$ cat config.mk
export PLATFORM = sky130hd
export DESIGN_NAME = ibex_l2_rf_port_sched_flat
export DESIGN_NICKNAME = d
export VERILOG_FILES = /design/src/rtl/ibex_l2_rf_port_sched_if.sv /design/src/rtl/ibex_l2_rf_port_sched.sv /design/src/flat_wrapper.sv
export SDC_FILE = /design/constraint.sdc
export NUM_CORES = 1
export LEC_CHECK = 0
export BUFFER_PORTS_ARGS = -buffer_cell sky130_fd_sc_hd__buf_2
export CAP_MARGIN = 20
export CORE_MARGIN = 5
export CORE_UTILIZATION = 55
export DETAILED_ROUTE_END_ITERATION = 7
export PLACE_DENSITY = 0.92
export SYNTH_ARGS = -nofsm -noshare
export SYNTH_HDL_FRONTEND = slang
export SYNTH_SLANG_ARGS = --single-unit
$ cat constraint.sdc
create_clock -name clk_i -period 6.35 [get_ports clk_i]
set_clock_uncertainty 0.1 [all_clocks]
set_input_delay 0.3175 -clock clk_i [delete_from_list [all_inputs] [get_ports clk_i]]
set_output_delay 0.3175 -clock clk_i [all_outputs]
set_load 0.01 [all_outputs]
$ cat src/rtl/ibex_l2_rf_port_sched_if.sv
// rtl/ibex_l2_rf_port_sched_if.sv - operand-read, writeback and L2 port bundle for the L2 RF port scheduler
//
// Purpose: groups the ID-stage operand fetch handshake, the writeback push channel
//          and the single L2 register-file port into one interface.
// Signals:
//   rd_req, rd_need_a, rd_need_b, raddr_a, raddr_b  operand fetch request (ID stage -> scheduler)
//   rdata_a, rdata_b, rd_done, stall                operand fetch response (scheduler -> ID stage)
//   wr_req, waddr, wdata                             writeback push (WB stage -> scheduler)
//   wr_full                                          write buffer full (scheduler -> WB stage)
//   l2_addr, l2_we, l2_wdata                         L2 port command (scheduler -> L2 bank)
//   l2_rdata                                         L2 port read data (L2 bank -> scheduler)
// Modports: slave = scheduler side, master = ID/WB stages and L2 bank side.

interface ibex_l2_rf_port_sched_if #(
    parameter int DataWidth = 32,
    parameter int AddrWidth = 5
) ();

    logic                 rd_req;
    logic                 rd_need_a;
    logic                 rd_need_b;
    logic [AddrWidth-1:0] raddr_a;
    logic [AddrWidth-1:0] raddr_b;
    logic [DataWidth-1:0] rdata_a;
    logic [DataWidth-1:0] rdata_b;
    logic                 rd_done;
    logic                 stall;

    logic                 wr_req;
    logic [AddrWidth-1:0] waddr;
    logic [DataWidth-1:0] wdata;
    logic                 wr_full;

    logic [AddrWidth-1:0] l2_addr;
    logic                 l2_we;
    logic [DataWidth-1:0] l2_wdata;
    logic [DataWidth-1:0] l2_rdata;

    modport slave (
        input  rd_req, rd_need_a, rd_need_b, raddr_a, raddr_b,
        output rdata_a, rdata_b, rd_done, stall,
        input  wr_req, waddr, wdata,
        output wr_full,
        output l2_addr, l2_we, l2_wdata,
        input  l2_rdata
    );

    modport master (
        output rd_req, rd_need_a, rd_need_b, raddr_a, raddr_b,
        input  rdata_a, rdata_b, rd_done, stall,
        output wr_req, waddr, wdata,
        input  wr_full,
        input  l2_addr, l2_we, l2_wdata,
        output l2_rdata
    );

endinterface

$ cat src/rtl/ibex_l2_rf_port_sched.sv
// rtl/ibex_l2_rf_port_sched.sv - single-port L2 register-file bank scheduler
//
// Purpose: shares the single L2 register-file port between ID-stage operand reads
//          (A then B) and writebacks. Writebacks are queued in an in-order write
//          buffer that drains whenever the port is not being used for a read.
//          Reads that hit a buffered (or same-cycle) write first drain the buffer.
// Ports:
//   clk_i   clock
//   rst_ni  asynchronous active-low reset
//   bus     ibex_l2_rf_port_sched_if.slave: operand fetch, writeback push, L2 port

module ibex_l2_rf_port_sched #(
    parameter int DataWidth  = 32,
    parameter int AddrWidth  = 5,
    parameter int WrBufDepth = 2
) (
    input  logic                          clk_i,
    input  logic                          rst_ni,
    ibex_l2_rf_port_sched_if.slave        bus
);

    localparam int PtrW = (WrBufDepth > 1) ? $clog2(WrBufDepth) : 1;
    localparam int CntW = $clog2(WrBufDepth + 1);
    localparam logic [PtrW-1:0] LastPtr = PtrW'(WrBufDepth - 1);
    localparam logic [CntW-1:0] FullCnt = CntW'(WrBufDepth);

    typedef enum logic [2:0] {
        StIdle,
        StDrain,
        StRdA,
        StRdB,
        StDone
    } state_e;

    state_e state_q, state_d;
    state_e idle_next;

    // Write buffer: circular FIFO with per-slot valid bits for the hazard search.
    logic [AddrWidth-1:0]  buf_addr_q [WrBufDepth];
    logic [DataWidth-1:0]  buf_data_q [WrBufDepth];
    logic [WrBufDepth-1:0] buf_valid_q;
    logic [PtrW-1:0]       head_q, tail_q;
    logic [CntW-1:0]       count_q;

    logic [DataWidth-1:0]  rdata_a_q, rdata_b_q;

    logic buf_empty;
    logic wr_full;
    logic push_en;
    logic pop_en;
    logic need_a, need_b;
    logic hit_a, hit_b;
    logic hazard;

    function automatic logic [PtrW-1:0] ptr_inc(input logic [PtrW-1:0] p);
        return (p == LastPtr) ? '0 : p + 1'b1;
    endfunction

    assign buf_empty = (count_q == '0);
    // Fullness comes from the registered count only, so a same-cycle pop never frees room.
    assign wr_full   = (count_q == FullCnt);
    // Writes to register 0 are accepted on the handshake but never stored.
    assign push_en   = bus.wr_req && !wr_full && (bus.waddr != '0);
    assign pop_en    = (state_q inside {StIdle, StDrain, StDone}) && !buf_empty;

    // Register 0 is hardwired to zero, so it never needs an L2 read.
    assign need_a = bus.rd_req && bus.rd_need_a && (bus.raddr_a != '0);
    assign need_b = bus.rd_req && bus.rd_need_b && (bus.raddr_b != '0);

    always_comb begin
        hit_a = 1'b0;
        hit_b = 1'b0;
        for (int i = 0; i < WrBufDepth; i++) begin
            if (buf_valid_q[i] && (buf_addr_q[i] == bus.raddr_a)) hit_a = 1'b1;
            if (buf_valid_q[i] && (buf_addr_q[i] == bus.raddr_b)) hit_b = 1'b1;
        end
        // A push landing in the same cycle is also newer than the L2 contents.
        if (push_en && (bus.waddr == bus.raddr_a)) hit_a = 1'b1;
        if (push_en && (bus.waddr == bus.raddr_b)) hit_b = 1'b1;
        hazard = (need_a && hit_a) || (need_b && hit_b);
    end

    // Request decode shared by IDLE and by DRAIN once the buffer is empty.
    always_comb begin
        idle_next = StIdle;
        if (bus.rd_req) begin
            if (hazard)      idle_next = StDrain;
            else if (need_a) idle_next = StRdA;
            else if (need_b) idle_next = StRdB;
            else             idle_next = StDone;
        end
    end

    always_comb begin
        state_d = state_q;
        unique case (state_q)
            StIdle:  state_d = idle_next;
            StDrain: begin
                if (!bus.rd_req)     state_d = StIdle;
                else if (!buf_empty) state_d = StDrain;
                else                 state_d = idle_next;
            end
            StRdA: begin
                if (!bus.rd_req) state_d = StIdle;
                else if (need_b) state_d = StRdB;
                else             state_d = StDone;
            end
            StRdB: begin
                if (!bus.rd_req) state_d = StIdle;
                else             state_d = StDone;
            end
            StDone:  state_d = StIdle;
            default: state_d = StIdle;
        endcase
    end

    always_ff @(posedge clk_i or negedge rst_ni) begin
        if (!rst_ni) begin
            state_q <= StIdle;
        end else begin
            state_q <= state_d;
        end
    end

    // Buffer payload needs no reset: slots are only read while their valid bit is set.
    always_ff @(posedge clk_i) begin
        if (push_en) begin
            buf_addr_q[tail_q] <= bus.waddr;
            buf_data_q[tail_q] <= bus.wdata;
        end
    end

    always_ff @(posedge clk_i or negedge rst_ni) begin
        if (!rst_ni) begin
            buf_valid_q <= '0;
            head_q      <= '0;
            tail_q      <= '0;
            count_q     <= '0;
        end else begin
            // Push and pop never address the same slot: a pop needs count>0 and
            // a push needs count<depth, so head!=tail whenever both happen.
            if (push_en) begin
                buf_valid_q[tail_q] <= 1'b1;
                tail_q              <= ptr_inc(tail_q);
            end
            if (pop_en) begin
                buf_valid_q[head_q] <= 1'b0;
                head_q              <= ptr_inc(head_q);
            end
            unique case ({push_en, pop_en})
                2'b10:   count_q <= count_q + 1'b1;
                2'b01:   count_q <= count_q - 1'b1;
                default: count_q <= count_q;
            endcase
        end
    end

    // Operand registers: zero operands clear on the request's first cycle,
    // captures only while the request is still held (an abort keeps old values).
    always_ff @(posedge clk_i or negedge rst_ni) begin
        if (!rst_ni) begin
            rdata_a_q <= '0;
            rdata_b_q <= '0;
        end else if (bus.rd_req) begin
            unique case (state_q)
                StIdle: begin
                    if (bus.raddr_a == '0) rdata_a_q <= '0;
                    if (bus.raddr_b == '0) rdata_b_q <= '0;
                end
                StRdA:   rdata_a_q <= bus.l2_rdata;
                StRdB:   rdata_b_q <= bus.l2_rdata;
                default: ;
            endcase
        end
    end

    always_comb begin
        bus.l2_addr  = '0;
        bus.l2_we    = 1'b0;
        bus.l2_wdata = '0;
        if (pop_en) begin
            bus.l2_addr  = buf_addr_q[head_q];
            bus.l2_we    = 1'b1;
            bus.l2_wdata = buf_data_q[head_q];
        end else if (state_q == StRdA) begin
            bus.l2_addr = bus.raddr_a;
        end else if (state_q == StRdB) begin
            bus.l2_addr = bus.raddr_b;
        end
    end

    assign bus.rdata_a = rdata_a_q;
    assign bus.rdata_b = rdata_b_q;
    assign bus.rd_done = (state_q == StDone);
    assign bus.stall   = bus.rd_req && !bus.rd_done;
    assign bus.wr_full = wr_full;

endmodule

$ cat src/flat_wrapper.sv
// flat-port wrapper written by rule: the top's interface ports become plain ports
module ibex_l2_rf_port_sched_flat 
#(
    parameter int DataWidth  = 32,
    parameter int AddrWidth  = 5,
    parameter int WrBufDepth = 2
)
  (clk_i, rst_ni, bus_rd_req, bus_rd_need_a, bus_rd_need_b, bus_raddr_a, bus_raddr_b, bus_rdata_a, bus_rdata_b, bus_rd_done, bus_stall, bus_wr_req, bus_waddr, bus_wdata, bus_wr_full, bus_l2_addr, bus_l2_we, bus_l2_wdata, bus_l2_rdata);
  ibex_l2_rf_port_sched_if #(.DataWidth(DataWidth), .AddrWidth(AddrWidth)) bus_i ();
  input  logic clk_i;
  input  logic rst_ni;
  input wire logic [$bits(bus_i.rd_req)-1:0] bus_rd_req;
  input wire logic [$bits(bus_i.rd_need_a)-1:0] bus_rd_need_a;
  input wire logic [$bits(bus_i.rd_need_b)-1:0] bus_rd_need_b;
  input wire logic [$bits(bus_i.raddr_a)-1:0] bus_raddr_a;
  input wire logic [$bits(bus_i.raddr_b)-1:0] bus_raddr_b;
  output wire logic [$bits(bus_i.rdata_a)-1:0] bus_rdata_a;
  output wire logic [$bits(bus_i.rdata_b)-1:0] bus_rdata_b;
  output wire logic [$bits(bus_i.rd_done)-1:0] bus_rd_done;
  output wire logic [$bits(bus_i.stall)-1:0] bus_stall;
  input wire logic [$bits(bus_i.wr_req)-1:0] bus_wr_req;
  input wire logic [$bits(bus_i.waddr)-1:0] bus_waddr;
  input wire logic [$bits(bus_i.wdata)-1:0] bus_wdata;
  output wire logic [$bits(bus_i.wr_full)-1:0] bus_wr_full;
  output wire logic [$bits(bus_i.l2_addr)-1:0] bus_l2_addr;
  output wire logic [$bits(bus_i.l2_we)-1:0] bus_l2_we;
  output wire logic [$bits(bus_i.l2_wdata)-1:0] bus_l2_wdata;
  input wire logic [$bits(bus_i.l2_rdata)-1:0] bus_l2_rdata;
  assign bus_i.rd_req = bus_rd_req;
  assign bus_i.rd_need_a = bus_rd_need_a;
  assign bus_i.rd_need_b = bus_rd_need_b;
  assign bus_i.raddr_a = bus_raddr_a;
  assign bus_i.raddr_b = bus_raddr_b;
  assign bus_rdata_a = bus_i.rdata_a;
  assign bus_rdata_b = bus_i.rdata_b;
  assign bus_rd_done = bus_i.rd_done;
  assign bus_stall = bus_i.stall;
  assign bus_i.wr_req = bus_wr_req;
  assign bus_i.waddr = bus_waddr;
  assign bus_i.wdata = bus_wdata;
  assign bus_wr_full = bus_i.wr_full;
  assign bus_l2_addr = bus_i.l2_addr;
  assign bus_l2_we = bus_i.l2_we;
  assign bus_l2_wdata = bus_i.l2_wdata;
  assign bus_i.l2_rdata = bus_l2_rdata;
  ibex_l2_rf_port_sched #(.DataWidth(DataWidth), .AddrWidth(AddrWidth), .WrBufDepth(WrBufDepth)) u_core (.clk_i(clk_i), .rst_ni(rst_ni), .bus(bus_i));
endmodule
# Word level (Yosys, flattened, before mapping)
# Memory sizes are Yosys's and may differ from the RTL's.
# Cells that the tools add are included.
classes:
  n_addsub: 4
  magnitude_cmp: 4
  n_eq_ne: 15
  mux: 35
  bitwise: 3
  n_reduce_logical: 35
ops:
  columns: ["op", "count"]
  rows:
  - ["case mux 32 bit (2 select lines)", 2]
  - ["two-way mux 32 bit", 3]
  - ["equality test 5 bit", 6]
  - ["two-way mux 3 bit", 8]
  - ["logical AND 1 bit", 18]
  - ["two-way mux 5 bit", 3]
  - ["nonzero test 5 bit", 3]
  - ["two-way mux 1 bit", 13]
  - ["case mux 3 bit (4 select lines)", 1]
  - ["zero test 5 bit", 2]
  - ["equality test 3 x 2 -> 1 bit, second input constant", 2]
  - ["AND reduction 3 bit", 2]
  - ["nonzero test 2 bit", 3]
  - ["equality test 2 bit, second input constant", 2]
  - ["< comparator 1 x 2 -> 1 bit, second input constant", 2]
  - ["two-way mux 2 bit", 2]
  - ["inequality test 2 bit, second input constant", 2]
  - ["case mux 2 bit (2 select lines)", 1]
  - ["equality test 3 x 1 -> 1 bit, second input constant", 1]
  - ["equality test 3 bit, second input constant", 1]
  - ["zero test 1 bit", 3]
  - ["zero test 3 bit", 1]
  - ["nonzero test 3 bit", 1]
  - ["adder 1 bit, second input constant", 2]
  - ["10 further kinds", 12]
totals:
  reg_bits: 73
  mem_bits_rw: 74
  inputBits: 85
  output_inout_bits: 105
  memories: 2
memory_table:
  columns: ["memory", "words", "word_bits", "rd", "rd_ports_with_merged_regs", "wr", "line_no", "text"]
  rows:
  - ["u_core.buf_data_q", 2, 32, 1, 0, 1, "ibex_l2_rf_port_sched.sv:40", "logic [DataWidth-1:0] buf_data_q [WrBufDepth];"]
  - ["u_core.buf_addr_q", 2, 5, 3, 0, 1, "ibex_l2_rf_port_sched.sv:39", "logic [AddrWidth-1:0] buf_addr_q [WrBufDepth];"]

# Logic depth before layout (Yosys ltp)
depth:
  ltp_word: 13
  depth_mapped: 9
  depth_no_buf: 7

# Worst setup path before layout
# Ideal clock, no wire load.
synth_path:
  path_kind: "flip-flop to flip-flop"
  from: "register u_core.count_q[1]"
  to: "memory u_core.buf_addr_q[1][0], enable pin"
  setup_time_ns: 0.433
  t_arrival_ns: 2.302
  required_time_ns: 5.817
  setup_slack_ns: 3.516
  path_stages_with_launch: 4
  n_path_buf: 0
  cell_sequence: "dfrtp_1 > inv_1 > o221ai_4 > nor2_1"
synth_via:
  elab_chain_len: 6
synth_rtl:
  columns: ["item", "line_no", "text"]
  rows:
  - ["start, declared", "ibex_l2_rf_port_sched.sv:43", "logic [CntW-1:0] count_q;"]
  - ["start signal, assigned", "ibex_l2_rf_port_sched.sv:151", "2'b10: count_q <= count_q + 1'b1;"]
  - ["start signal, assigned", "ibex_l2_rf_port_sched.sv:152", "2'b01: count_q <= count_q - 1'b1;"]
  - ["start signal, assigned", "ibex_l2_rf_port_sched.sv:153", "default: count_q <= count_q;"]
  - ["equality test 2 bit", "ibex_l2_rf_port_sched.sv:61", "assign wr_full = (count_q == FullCnt);"]
  - ["zero test 1 bit", "ibex_l2_rf_port_sched.sv:63", "assign push_en = bus.wr_req && !wr_full && (bus.waddr != '0);"]
  - ["logical AND 1 bit (2 in a row)", "ibex_l2_rf_port_sched.sv:63", null]
  - ["two-way mux 1 bit", "ibex_l2_rf_port_sched.sv:127", "if (push_en) begin"]
  - ["two-way mux 1 bit (implied by the code)", "ibex_l2_rf_port_sched.sv:128", "buf_addr_q[tail_q] <= bus.waddr;"]
  - ["end, declared", "ibex_l2_rf_port_sched.sv:39", null]
# Every way passes these cells.

# Worst setup path in the final report
layout_path:
  from: "register u_core.state_q[0]"
  to: "output bus_l2_addr[0]"
layout_via:
  elab_chain_len: 4
layout_rtl:
  columns: ["item", "line_no", "text"]
  rows:
  - ["start, declared", "ibex_l2_rf_port_sched.sv:35", "state_e state_q, state_d;"]
  - ["start signal, assigned", "ibex_l2_rf_port_sched.sv:119", "state_q <= StIdle;"]
  - ["start signal, assigned", "ibex_l2_rf_port_sched.sv:121", "state_q <= state_d;"]
  - ["equality test 3 x 2 -> 1 bit, or another cell as far along", "ibex_l2_rf_port_sched.sv:187", "end else if (state_q == StRdB) begin"]
  - ["two-way mux 5 bit / nonzero test 3 bit (equally long branches)", "ibex_l2_rf_port_sched.sv:187, ibex_l2_rf_port_sched.sv:64", null]
  - ["two-way mux 5 bit / logical AND 1 bit (equally long branches)", "ibex_l2_rf_port_sched.sv:185, ibex_l2_rf_port_sched.sv:64", null]
  - ["two-way mux 5 bit *", "ibex_l2_rf_port_sched.sv:181", "if (pop_en) begin"]
  - ["end, declared", "flat_wrapper.sv:25", "output wire logic [$bits(bus_i.l2_addr)-1:0] bus_l2_addr;"]
# Mark *: on every way between the ends. The rest lies on a longest branch, timed or not.

==> results.json <==
{
  "synth_cell_types": 41,
  "syn_to_final_growth_pct": 32.25,
  "top_level_ports": 190,
  "cp-start-kind": "flip-flop",
  "synth_compound_area_share_pct": 8.002,
  "n_antenna_cell": 0,
  "power_density_nw_per_um2": 451.7,
  "routed_wl_microns": 16360,
  "ir_drop_v": 0.0002875,
  "numCtsBuffers": 17,
  "cp.depth": 5,
  "cp_num_buf_inv": 2,
  "dieWidth_microns": 116.1,
  "num_rows": 38,
  "crit_required_ps": 5930,
  "critPathKind": "flip-flop to output port",
  "viasPerCell": 5.692,
  "worstPathMaxFanout": 40,
  "hold_path.class": "input port to async pin",
  "grt_max_degree": 74,
  "reg2reg_depth": 7,
  "maxSlewViolCount": 0,
  "cts_setup_buffers": 0,
  "power_leakage_nw": 3.900,
  "gr-total-overflow": 0,
  "synth_top_family_by_area": "simple AND/OR/NAND/NOR gates",
  "drtAntennaViolNets": 0,
  "whs_ps": 14.79,
  "endpoint_kind": "output port",
  "synth_xor_area_share_pct": 4.950,
  "max_stage_delay_ps": 680,
  "setup_viol_count_final": 0,
  "final_core_util_pct": 74.89,
  "fp.dieH_microns": 116.1,
  "grt_setup_unrepaired": "no",
  "nNetsFinal": 786,
  "syn_avg_cell_area_sq_um": 12.79,
  "synth_edf_count": 74,
  "wire_per_inst_microns": 19.18,
  "wl_met2_microns": 8062,
  "synth_flop_cell": "edfxtp_1",
  "cpMaxStageDelayCell": "dfrtp_1",
  "synthesis.nets": 570,
  "syn_inst": 484,
  "grt_use_total_pct": 24.77,
  "die-area_sq_um": 13480,
  "start_util_pct": 56.62,
  "core-area_sq_um": 10940,
  "synth_simple_gate_area_share_pct": 12.00,
  "tns_ps": 0,
  "drc": 0,
  "slew_headroom_pct": 26.39,
  "top_layer": "met5",
  "h-tree-depth": 4,
  "arrival_ps": 2100,
  "clkLatencyLatePin_ps": 410,
  "crit_family": "flip-flops",
  "finalHoldViolCount": 0,
  "drt_pre_antenna_iters": 5,
  "portBuffers": 189,
  "ys_seq_elements": 147,
  "synth_mux_area_share_pct": 6.789,
  "period_needed_ps": 2521,
  "cp_cell_sequence": "a21oi_1, o21ai_2, buf_4, o22ai_1, buf_2",
  "dr_total_vias": 4855,
  "grt_pass1_vias": 4930,
  "ys.warnings.count": 0,
  "drive_above_1_share_pct": 34.08,
  "gp_congestion": 0.8846,
  "grt_pass1_wl_microns": 25420,
  "place_hpwl_microns": 10590,
  "dpl_cell_area_sq_um": 7216,
  "cts.root.buffer_cell": "clkbuf_16",
  "syn-cell-area_sq_um": 6192,
  "synth_adder_area_share_pct": 0.2021,
  "ys_seq_area_share_pct": 65.39,
  "drtIter0Drc": 583,
  "total_power_mw": 3.699,
  "met1_length_microns": 6287,
  "period_share_pct": 39.69,
  "cts.clk_slew.worst_paths_ps": 60,
  "clock_sinks": 147,
  "routed-wl-met3_microns": 1596,
  "synthArstFlopShare_pct": 49.66,
  "stdcell_area_sq_um": 8189,
  "status": "complete, no violations",
  "max_cap_viol_count": 0,
  "fmax_mhz": 396.7,
  "fillers": 661,
  "tightestPinTransition_ps": 1102,
  "cts_buffer_depth": 2,
  "antenna_found_initial": 1,
  "cts_tree": "built"
}
-- final timing paths --
kind | from | slack [ps] | endpoint
setup / recovery | u_core.state_q[0] | 3830 | bus_l2_addr[0]
setup reg to reg | u_core.state_q[0] | 4050 | u_core.count_q[1]
max in group asynchronous | rst_ni | 5510 | u_core.head_q
hold / removal | rst_ni | 10 | u_core.bus.rdata_b[27]
min in group clk_i | bus_l2_rdata[30] | 40 | u_core.bus.rdata_b[30]
hold reg to reg | u_core.bus.rdata_a[10] | 370 | u_core.bus.rdata_a[10]
-- stage by stage --
| step | std cells | setup WS (ps) |
|---|---|---|
| detailed placement | 785 | 3250 |
| global placement | 784 | 3444 |
| global route | 853 | 3700 |
| finish | 853 | 3829 |
| CTS | 848 | 3209 |
| floorplan | 484 | 3516 |
-- cells in the final DEF (no fill, tap or decap), types with 2 or more instances in the layout --
| master | instances |
|---|---|
| nor3_1 | 2 |
| clkinvlp_4 | 2 |
| edfxtp_1 | 74 |
| dlygate4sd3_1 | 32 |
| clkinv_2 | 4 |
| nand2b_1 | 2 |
| o21ai_2 | 2 |
| or4_4 | 2 |
| mux2i_1 | 42 |
| nand4_1 | 4 |
| buf_4 | 2 |
| xnor2_1 | 31 |
| a22o_1 | 32 |
| buf_2 | 189 |
| clkbuf_8 | 4 |
| nor2_1 | 40 |
| nor2_4 | 2 |
| xor2_1 | 4 |
| nand2_1 | 69 |
| a21oi_1 | 4 |
| clkbuf_16 | 18 |
| dfrtp_1 | 72 |
| o21bai_2 | 2 |
| o211ai_2 | 2 |
| buf_8 | 2 |
| inv_1 | 3 |
| o22ai_1 | 7 |
| clkbuf_1 | 2 |
| nand3_1 | 37 |
| buf_16 | 2 |
-- area by class of cell --
class | instances | area, sq um | share of cell area [%]
well taps | 140 | 175.2 | 2.139
flip-flops and latches | 147 | 4050 | 49.46
clock inverters | 8 | 50.05 | 0.6112
multi-input cells | 303 | 2003 | 24.46
clock buffers | 24 | 513.0 | 6.264
repair buffers | 228 | 1386 | 16.93
inverters | 3 | 11.26 | 0.1375
-- worst reg2reg max path, stage by stage, from the launching register on --
cell	delay, ps
dfrtp_1	680
a21oi_1	170
o21ai_2	90
buf_4	420
inv_1	140
ha_1	360
nor2_1	140
xnor2_1	130
-- registers in the layout (all words and copies together) (netlist names), 2 cells and up --
signal              flops
u_core.buf_data_q      64
u_core.buf_addr_q      10
u_core.state_q          3
u_core.count_q          2
u_core.bus.rdata_b     32
u_core.bus.rdata_a     32
u_core.buf_valid_q      2
-- per-layer routing --
metal / track usage [%] / vias up
li1: - / 2167
met1: 30.20 / 2353
met2: 41.73 / 286
met3: 6.995 / 47
met4: 10.29 / 2
met5: 0 / -
-- synthesized netlist by cell type (3+ instances only) --
| cell | instances | area (sq um) |
|---|---|---|
| a22o_1 | 32 | 280.3 |
| buf_4 | 4 | 30.03 |
| mux2i_1 | 42 | 420.4 |
| xor2_1 | 4 | 35.03 |
| clkbuf_1 | 21 | 78.83 |
| nand4_1 | 4 | 25.02 |
| edfxtp_1 | 74 | 2222 |
| inv_1 | 3 | 11.26 |
| buf_1 | 3 | 11.26 |
| nor2_1 | 42 | 157.7 |
| o22ai_1 | 7 | 43.79 |
| nand3_1 | 37 | 185.2 |
| a21oi_1 | 4 | 20.02 |
| xnor2_1 | 31 | 271.5 |
| buf_6 | 3 | 33.78 |
| nand2_1 | 69 | 259.0 |
| dfrtp_1 | 73 | 1827 |
-- timing repair --
action / in CTS / in global routing
hold buffers: 31 / 1
endpoints found under the hold margin: 62 / 2
resized for setup: 0 / 0
-- power by group --
part | switching [mW] | leakage (nW) | internal, mW
Clock | 0.369 | 0.277 | 0.563
Sequential | 0.206 | 1.66 | 1.31
Combinational | 0.700 | 1.96 | 0.554
-- cells by family (layout without fill, tap and decap cells) --
| logic type | Yosys count | count (layout) |
|---|---|---|
| simple gates | 167 | 167 |
| flops | 147 | 147 |
| compound gates | 58 | 58 |
| mux | 42 | 42 |
| xor+xnor | 35 | 35 |
| buf+inv | 34 | 263 |
| fa+ha+maj | 1 | 1 |
No activity file was read; power rests on OpenSTA's default activity.
